`src/rtl/y86_seq_controller_if.sv`:
```
// Memory handshake bundle between the Y86 SEQ sequencer and the instruction/data memories.
// The master side issues requests; the slave side answers with ack and a fault flag.
interface y86_seq_controller_if;
    logic imem_req;
    logic imem_ack;
    logic imem_error;
    logic dmem_req;
    logic dmem_ack;
    logic dmem_error;

    modport master (
        output imem_req,
        output dmem_req,
        input  imem_ack,
        input  imem_error,
        input  dmem_ack,
        input  dmem_error
    );

    modport slave (
        input  imem_req,
        input  dmem_req,
        output imem_ack,
        output imem_error,
        output dmem_ack,
        output dmem_error
    );
endinterface

```
`src/rtl/y86_seq_controller.sv`:
```
// Multi-cycle sequencer for the Y86-64 SEQ core: walks each instruction through its stages,
// owns the PC, tracks Y86 status, bounds memory waits and counts retired instructions.
module y86_seq_controller #(
    parameter int unsigned       ADDR_W      = 64,
    parameter logic [ADDR_W-1:0] RESET_PC    = '0,
    parameter int unsigned       MEM_TIMEOUT = 15,
    parameter int unsigned       CNT_W       = 32
) (
    input  logic                 clk,
    input  logic                 reset_n,
    y86_seq_controller_if.master mem,
    input  logic [3:0]           icode,
    input  logic                 cnd,
    input  logic                 instr_valid,
    input  logic [ADDR_W-1:0]    valC,
    input  logic [ADDR_W-1:0]    valP,
    input  logic [ADDR_W-1:0]    valM,
    output logic [ADDR_W-1:0]    pc,
    output logic                 fetch_en,
    output logic                 decode_en,
    output logic                 execute_en,
    output logic                 mem_en,
    output logic                 wb_en,
    output logic                 pc_en,
    output logic                 cc_en,
    output logic [2:0]           stat,
    output logic                 halted,
    output logic [CNT_W-1:0]     retired
);

    localparam int unsigned TO_W = (MEM_TIMEOUT < 2) ? 1 : $clog2(MEM_TIMEOUT + 1);
    localparam logic [TO_W-1:0] TO_LAST = TO_W'(MEM_TIMEOUT - 1);

    localparam logic [2:0] STAT_AOK = 3'd1;
    localparam logic [2:0] STAT_HLT = 3'd2;
    localparam logic [2:0] STAT_ADR = 3'd3;
    localparam logic [2:0] STAT_INS = 3'd4;

    localparam logic [3:0] I_HALT = 4'h0;
    localparam logic [3:0] I_OPQ  = 4'h6;
    localparam logic [3:0] I_JXX  = 4'h7;
    localparam logic [3:0] I_CALL = 4'h8;
    localparam logic [3:0] I_RET  = 4'h9;

    typedef enum logic [2:0] {
        FETCH,
        DECODE,
        EXECUTE,
        MEMORY,
        WRITEBACK,
        PCUPD,
        HALT
    } stateT;

    stateT             state, stateNext;
    logic [ADDR_W-1:0] pcNext;
    logic [2:0]        statNext;
    logic [CNT_W-1:0]  retiredNext;
    logic [TO_W-1:0]   toCnt, toCntNext;
    logic              imemReq, dmemReq;
    logic              memOp;

    assign memOp = (icode == 4'h4) || (icode == 4'h5) || (icode == 4'h8) ||
                   (icode == 4'h9) || (icode == 4'hA) || (icode == 4'hB);

    assign mem.imem_req = imemReq;
    assign mem.dmem_req = dmemReq;
    assign halted       = (state == HALT);

    always_ff @(posedge clk) begin
        if (!reset_n) begin
            state   <= FETCH;
            pc      <= RESET_PC;
            stat    <= STAT_AOK;
            retired <= '0;
            toCnt   <= '0;
        end else begin
            state   <= stateNext;
            pc      <= pcNext;
            stat    <= statNext;
            retired <= retiredNext;
            toCnt   <= toCntNext;
        end
    end

    // The timeout counter only runs while a request waits; reaching TO_LAST on a
    // no-ack cycle means the request has been outstanding MEM_TIMEOUT cycles.
    always_comb begin
        stateNext   = state;
        pcNext      = pc;
        statNext    = stat;
        retiredNext = retired;
        toCntNext   = toCnt;
        imemReq     = 1'b0;
        dmemReq     = 1'b0;
        fetch_en    = 1'b0;
        decode_en   = 1'b0;
        execute_en  = 1'b0;
        mem_en      = 1'b0;
        wb_en       = 1'b0;
        pc_en       = 1'b0;
        cc_en       = 1'b0;

        case (state)
            FETCH: begin
                fetch_en = 1'b1;
                imemReq  = 1'b1;
                if (mem.imem_ack) begin
                    if (mem.imem_error) begin
                        statNext  = STAT_ADR;
                        stateNext = HALT;
                    end else if (!instr_valid) begin
                        statNext  = STAT_INS;
                        stateNext = HALT;
                    end else begin
                        stateNext = DECODE;
                    end
                end else if (toCnt == TO_LAST) begin
                    statNext  = STAT_ADR;
                    stateNext = HALT;
                end else begin
                    toCntNext = toCnt + TO_W'(1);
                end
            end

            DECODE: begin
                decode_en = 1'b1;
                stateNext = EXECUTE;
            end

            EXECUTE: begin
                execute_en = 1'b1;
                cc_en      = (icode == I_OPQ);
                toCntNext  = '0;
                stateNext  = MEMORY;
            end

            MEMORY: begin
                mem_en = 1'b1;
                if (memOp) begin
                    dmemReq = 1'b1;
                    if (mem.dmem_ack) begin
                        if (mem.dmem_error) begin
                            statNext  = STAT_ADR;
                            stateNext = HALT;
                        end else begin
                            stateNext = WRITEBACK;
                        end
                    end else if (toCnt == TO_LAST) begin
                        statNext  = STAT_ADR;
                        stateNext = HALT;
                    end else begin
                        toCntNext = toCnt + TO_W'(1);
                    end
                end else begin
                    stateNext = WRITEBACK;
                end
            end

            WRITEBACK: begin
                wb_en     = 1'b1;
                stateNext = PCUPD;
            end

            // A halt instruction stops here without retiring, leaving pc on itself.
            PCUPD: begin
                pc_en = 1'b1;
                if (icode == I_HALT) begin
                    statNext  = STAT_HLT;
                    stateNext = HALT;
                end else begin
                    if ((icode == I_CALL) || ((icode == I_JXX) && cnd)) begin
                        pcNext = valC;
                    end else if (icode == I_RET) begin
                        pcNext = valM;
                    end else begin
                        pcNext = valP;
                    end
                    retiredNext = retired + CNT_W'(1);
                    toCntNext   = '0;
                    stateNext   = FETCH;
                end
            end

            HALT: begin
                stateNext = HALT;
            end

            default: begin
                stateNext = HALT;
            end
        endcase
    end

endmodule
```
`src/flat_wrapper.sv`:
```
// flat-port wrapper written by rule: the top's interface ports become plain ports
module y86_seq_controller_flat 
#(
    parameter int unsigned       ADDR_W      = 64,
    parameter logic [ADDR_W-1:0] RESET_PC    = '0,
    parameter int unsigned       MEM_TIMEOUT = 15,
    parameter int unsigned       CNT_W       = 32
)
  (clk, reset_n, icode, cnd, instr_valid, valC, valP, valM, pc, fetch_en, decode_en, execute_en, mem_en, wb_en, pc_en, cc_en, stat, halted, retired, mem_imem_req, mem_dmem_req, mem_imem_ack, mem_imem_error, mem_dmem_ack, mem_dmem_error);
  y86_seq_controller_if mem_i ();
  input  logic clk;
  input  logic reset_n;
  input  logic [3:0] icode;
  input  logic cnd;
  input  logic instr_valid;
  input  logic [ADDR_W-1:0] valC;
  input  logic [ADDR_W-1:0] valP;
  input  logic [ADDR_W-1:0] valM;
  output logic [ADDR_W-1:0] pc;
  output logic fetch_en;
  output logic decode_en;
  output logic execute_en;
  output logic mem_en;
  output logic wb_en;
  output logic pc_en;
  output logic cc_en;
  output logic [2:0] stat;
  output logic halted;
  output logic [CNT_W-1:0] retired;
  output wire logic [$bits(mem_i.imem_req)-1:0] mem_imem_req;
  output wire logic [$bits(mem_i.dmem_req)-1:0] mem_dmem_req;
  input wire logic [$bits(mem_i.imem_ack)-1:0] mem_imem_ack;
  input wire logic [$bits(mem_i.imem_error)-1:0] mem_imem_error;
  input wire logic [$bits(mem_i.dmem_ack)-1:0] mem_dmem_ack;
  input wire logic [$bits(mem_i.dmem_error)-1:0] mem_dmem_error;
  assign mem_imem_req = mem_i.imem_req;
  assign mem_dmem_req = mem_i.dmem_req;
  assign mem_i.imem_ack = mem_imem_ack;
  assign mem_i.imem_error = mem_imem_error;
  assign mem_i.dmem_ack = mem_dmem_ack;
  assign mem_i.dmem_error = mem_dmem_error;
  y86_seq_controller #(.ADDR_W(ADDR_W), .RESET_PC(RESET_PC), .MEM_TIMEOUT(MEM_TIMEOUT), .CNT_W(CNT_W)) u_core (.clk(clk), .reset_n(reset_n), .mem(mem_i), .icode(icode), .cnd(cnd), .instr_valid(instr_valid), .valC(valC), .valP(valP), .valM(valM), .pc(pc), .fetch_en(fetch_en), .decode_en(decode_en), .execute_en(execute_en), .mem_en(mem_en), .wb_en(wb_en), .pc_en(pc_en), .cc_en(cc_en), .stat(stat), .halted(halted), .retired(retired));
endmodule
```
`config.mk`:
```
export PLATFORM = sky130hd
export DESIGN_NAME = y86_seq_controller_flat
export DESIGN_NICKNAME = d
export VERILOG_FILES = /design/src/rtl/y86_seq_controller_if.sv /design/src/rtl/y86_seq_controller.sv /design/src/flat_wrapper.sv
export SDC_FILE = /design/constraint.sdc
export NUM_CORES = 1
export LEC_CHECK = 0
export ABC_AREA = 1
export BUFFER_PORTS_ARGS = -buffer_cell sky130_fd_sc_hd__buf_2
export CORE_MARGIN = 4
export CORE_UTILIZATION = 30
export CTS_CLUSTER_DIAMETER = 40
export DETAILED_ROUTE_END_ITERATION = 10
export PLACE_DENSITY = 0.67
export SLEW_MARGIN = 5
export SYNTH_ARGS = -nofsm -noshare
export SYNTH_HDL_FRONTEND = slang
export SYNTH_SLANG_ARGS = --single-unit
```
`constraint.sdc`:
```
create_clock -name clk -period 2.85 [get_ports clk]
set_input_delay 0 -clock clk [delete_from_list [all_inputs] [get_ports clk]]
set_output_delay 0 -clock clk [all_outputs]
set_load 0.005 [all_outputs]
```
======== After elaboration in Yosys (flattened, before gate mapping) ========
Index checks and enable logic that the tools add are counted.
storage, ports and cells
  register bits ........................... 106
  bits of input ports ..................... 204
  word-level logic and storage cells ...... 79
operators by class
  add/sub/neg operators ................... 2
  eq/ne operators ......................... 22
  multiplexer cells ....................... 35
  bitwise gates (word level) .............. 1
  reduce and logical (&&, ||, !) cells .... 14
operators with widths
  operator                                                               number
  64-bit two-way mux                                                     2
  3-bit two-way mux                                                      15
  32-bit by 1-bit adder with 32-bit output, second input constant        1
  4-bit equality test, second input constant                             5
  4-bit two-way mux                                                      5
  3-bit case mux with 6 select lines                                     1
  4-bit by 3-bit equality test with 1-bit output, second input constant  4
  4-bit case mux with 4 select lines                                     1
  5-bit AND reduction                                                    2
  3-bit equality test, second input constant                             3
  1-bit two-way mux                                                      9
  3-bit case mux with 3 select lines                                     1
  3-bit by 2-bit equality test with 1-bit output, second input constant  2
  1-bit logical OR                                                       6
  2-bit != test, second input constant                                   3
  4-bit by 1-bit adder with 4-bit output, second input constant          1
  4-bit logical NOT                                                      1
  2-bit by 1-bit != test with 1-bit output, second input constant        2
  4-bit != test, second input constant                                   1
  4-bit nonzero test                                                     1
  3-bit by 1-bit equality test with 1-bit output, second input constant  1
  3-bit logical NOT                                                      1
  3-bit != test, second input constant                                   1
  3-bit nonzero test                                                     1
  4 further kinds                                                        4

======== Depth between registers and ports, before layout ========
  depth after elaboration ................. 8
  gate-level depth with buffers ........... 10
  mapped depth without buffers ............ 10

======== Worst setup path after synthesis ========
Ideal clock, no wire load.
  path kind ............................... reg-to-reg
  start point ............................. reg u_core.toCnt[0]
  end point ............................... reg u_core.toCnt[1]
  library setup time ...................... 0.128 ns
  arrival ................................. 1.388 ns
  required time ........................... 2.722 ns
  slack ................................... 1.334 ns
  stages on the path, launching flop included .. 9
  buffers on the path ..................... 0
  clock period less this slack ............ 1.516 ns
  path through ............................ dfxtp_1 > inv_1 > ha_1 > nand3_1 > nand2_1 > o21ai_2 > nand3_1 > o21ai_0 > nor2_1
between the ends
  cells in the longest elaborated chain, start to end .. 5
ends and longest elaborated chain
  what                                                                                  RTL line                                              RTL
  start, declared                                                                       y86_seq_controller.sv:59                              logic [TO_W-1:0] toCnt, toCntNext;
  start signal, assigned                                                                y86_seq_controller.sv:82                              toCnt <= toCntNext;
  4-bit by 1-bit adder with 4-bit output / 4-bit equality test (equally long branches)  --
  4-bit two-way mux (*)                                                                 y86_seq_controller.sv:118, y86_seq_controller.sv:149
  4-bit two-way mux                                                                     y86_seq_controller.sv:142                             if (mem.dmem_ack) begin
  4-bit two-way mux                                                                     y86_seq_controller.sv:140                             if (memOp) begin
  4-bit case mux with 4 select lines (*)                                                y86_seq_controller.sv:104                             case (state)
Mark *: on every way between the ends. The rest lies on a longest branch, timed or not. The select of a mux whose other input is x is not followed.
A chain may end at the register's enable or synchronous reset.

======== Final worst setup path ========
  start point ............................. reg u_core.state[1]
  end point ............................... reg u_core.pc[31]
between the ends
  cells in the longest elaborated chain, start to end .. 2
ends and longest elaborated chain
  what                                  RTL line                   RTL
  start, declared                       y86_seq_controller.sv:55   stateT state, stateNext;
  start signal, assigned                y86_seq_controller.sv:78   state <= stateNext;
  3-bit equality test                   y86_seq_controller.sv:104
  2-bit AND reduction (no source line)  --
  end signal, assigned                  y86_seq_controller.sv:79   pc <= pcNext;
  end, declared                         y86_seq_controller.sv:18   output logic [ADDR_W-1:0] pc,
No other way between the ends.

==> results_dict.tcl <==
set metrics [dict create \
    ioPinCount 313 \
    drc 0 \
    syn_nets 1230 \
    fin_area_um2 9130 \
    pwr-share-clk_pct 31.5 \
    path_clk_slew_ns 0.08 \
    worstMarginPinSlew_ns 0.7966 \
    switching_share_pct 32.44 \
    seq_area_um2 2122 \
    vdd_drop_max_uv 375.0 \
    setup_ws_ns 0.3467 \
    grt_max_degree 129 \
    p_comb_share_pct 30.2 \
    p_per_area_nw_per_um2 508.5 \
    fillers 2186 \
    wl_mm 23.25 \
    ys_warn_count 0 \
    dpl_cell_area_um2 8130 \
    root_buffer "clkbuf_16" \
    ys_types 35 \
    die_width_um 153.6 \
    ant_nets 0 \
    critPathMaxStageDelay_ns 0.55 \
    dr.first_iter.drc_count 379 \
    crit_type "flip-flop to flip-flop" \
    stdcell_count 1645 \
    clock-sinks 106 \
    m1WireLength_mm 9.474 \
    start_util_pct 30.35 \
    dieArea_um2 23590 \
    rsz0062_at_grt "no" \
    dr_wl_met2_mm 11.32 \
    numCtsBuffers 9 \
    leakage_nw 4.861 \
    fmax_mhz 399.5 \
    path_cells "inv_2, nand3_2, inv_4, nand2_2, buf_4, buf_4, a21oi_1, a21oi_1, dlygate4sd3_1" \
    post-dp-hpwl_mm 16.32 \
    ys_ff_latch 106 \
    core_um2 20960 \
    run_status "finished, final reports clean" \
    areaGrowthSynthToFinish_pct 43.56 \
    rows 53 \
    gp_congestion 0.8861 \
    via_per_inst 4.875 \
    layout_min_cycle_time_ns 2.503 \
    tns_ns 0 \
    total_power_mw 4.643 \
    chipHeight_um 153.6 \
    grt-ovfl-total 0 \
    power.internal_mw 3.137 \
    p_seq_share_pct 38.3 \
    drt_pre_antenna_iters 5 \
    yosysSeqAreaShare_pct 33.37 \
    netlist_area_um2 6360 \
    dr_wl_met3_mm 1.659 \
    antenna_found_initial 0 \
    clkLatencyLatePin_ns 0.36 \
    pre_cts_ws_ns 0.8570 \
    post_cts_resized 0 \
    drive_above_1_share_pct 26.06 \
    final.setup_skew_ns 0.01026 \
    relSlewSlack_pct 46.84 \
    hold-worst-slack_ns 0.01531 \
    timing.final.crit_share_pct 87.83 \
    post-route-util_pct 43.57 \
    grt_pass1_wl_mm 37.03 \
    slew_viol_final 0 \
    vias 8019 \
    cp_slowest_cell "dlygate4sd3_1" \
    n_antenna_cell 0 \
    critical_path.max_fanout 43 \
    cts.path.max_buffers 2 \
    critPathArrivalTime_ns 2.81 \
    finalHoldViolations 0 \
    drv_cap 0 \
    post_drt_wl_per_cell_um 14.13 \
    grt_pass1_vias 7637 \
    hold_class "primary input to flip-flop" \
    nNetsFinal 1572 \
    grtUsageTotal_pct 18.82 \
    cts_tree "yes" \
    startpoint_type "flip-flop" \
    placed_cells 1564 \
    htree_levels 3 \
    topRoutingLayerUsed "met4" \
    multi_input_area_um2 3518 \
    worst_setup_path_end_kind "flip-flop" \
    worstPathRequired_ns 3.15 \
    syn_inst 1023 \
    io_buffers 312 \
    netSwitchingPower_mw 1.506 \
    finalSetupViolCount 0 \
    avgSynthCellArea_um2 6.217 \
]
[power by group through the flow]
| stage | clock [mW] | sequential [mW] | combinational, mW |
|---|---|---|---|
| final | 1.46 | 1.78 | 1.40 |
| after global routing | 1.56 | 1.80 | 1.59 |
| after CTS | 1.51 | 1.78 | 1.40 |
| after detailed placement | 0 | 1.81 | 1.33 |
| after global placement | 0 | 1.80 | 1.31 |
| after floorplan | 0 | 1.80 | 0.796 |
[Yosys cell counts (all sizes together)]
cell | instances | area [um2]
o21ai | 79 | 399.1
nand3 | 34 | 192.7
a41oi | 1 | 8.760
nand2 | 276 | 1039
and3 | 1 | 6.260
xor2 | 1 | 8.760
o21a | 66 | 495.5
dfxtp | 106 | 2122
clkbuf | 23 | 86.33
nand4 | 13 | 87.58
nor3b | 1 | 7.510
a21oi | 152 | 760.7
nor3 | 5 | 25.02
a31oi | 1 | 6.260
and2 | 1 | 6.260
xnor2 | 1 | 8.760
ha | 3 | 37.54
buf | 31 | 160.2
nor2 | 93 | 371.6
inv | 129 | 486.7
o21bai | 4 | 30.03
o211ai | 1 | 7.510
or2 | 1 | 6.260
[worst paths after layout]
check                                       start                               to  slack, ns  cells after the start
setup reg to reg       u_core.state[1]$_SDFF_PN0_       u_core.pc[31]$_SDFFE_PN0P_       0.35                      9
setup / recovery       u_core.state[1]$_SDFF_PN0_       u_core.pc[31]$_SDFFE_PN0P_       0.35                      9
hold / removal                            reset_n      u_core.stat[0]$_SDFFE_PN1P_       0.02                      2
hold reg to reg   u_core.retired[31]$_SDFFE_PN0P_  u_core.retired[31]$_SDFFE_PN0P_       0.50                      2
[cells by family (layout without fill, tap and decap cells)]
| logic type | Yosys count | count (layout) | share of synthesized area, % |
|---|---|---|---|
| xor gates and xnor gates | 2 | 2 | 0.2755 |
| DFF | 106 | 106 | 33.37 |
| and+or+nand+nor | 425 | 425 | 27.39 |
| buffers and inverters | 183 | 530 | 11.53 |
| adders and majority gates | 3 | 3 | 0.5903 |
| AOI/OAI and AO/OA | 304 | 304 | 26.85 |
[cells in the final DEF, fill, tap and decap left out, types with 2 or more instances in the layout]
cell type,instances
nand2_1,274
o21ai_1,10
buf_12,3
nand2_2,2
clkbuf_8,4
nor2_1,88
nor2_2,3
a21oi_1,152
o21bai_1,4
buf_4,5
dlygate4sd3_1,65
nor3_1,5
inv_2,6
nor2_4,2
o21a_1,66
inv_1,122
bufinv_16,2
ha_1,3
dfxtp_1,106
nand3_1,31
buf_2,312
clkbuf_16,9
o21ai_0,67
nand4_1,12
nand3_2,2
[metal layers]
layer  GRT usage [%]  vias to the layer above
li1                -                     3972
met1           21.83                     3663
met2           32.82                      324
met3           4.841                       60
met4           8.032                        0
met5               0                        -
[sequential cells by signal, summed over array words and instances (netlist names)]
name,cells
u_core.retired,32
u_core.toCnt,4
u_core.state,3
u_core.stat,3
u_core.pc,64
[worst max-delay path, delay by kind of cell, from the launching register on]
kind                   cells  cell delay, ns
DFF                        1            0.41
AOI/OAI and AO/OA          2            0.23
and+or+nand+nor            2            0.20
buffers and inverters      5            1.56
[cell type report]
type	instances	share of cell area (%)
Clock buffer	13	3.070
Clock inverter	3	0.7537
Multi-Input combinational cell	734	38.54
Tap cell	275	3.769
Sequential cell	106	23.24
Inverter	129	5.331
Timing Repair Buffer	385	25.30
[what timing repair did]
item                                   CTS  global route
endpoints found under the hold margin   64             0
hold buffers                            65             0
setup buffers                            0             0
(Power assumes the default switching activity.)
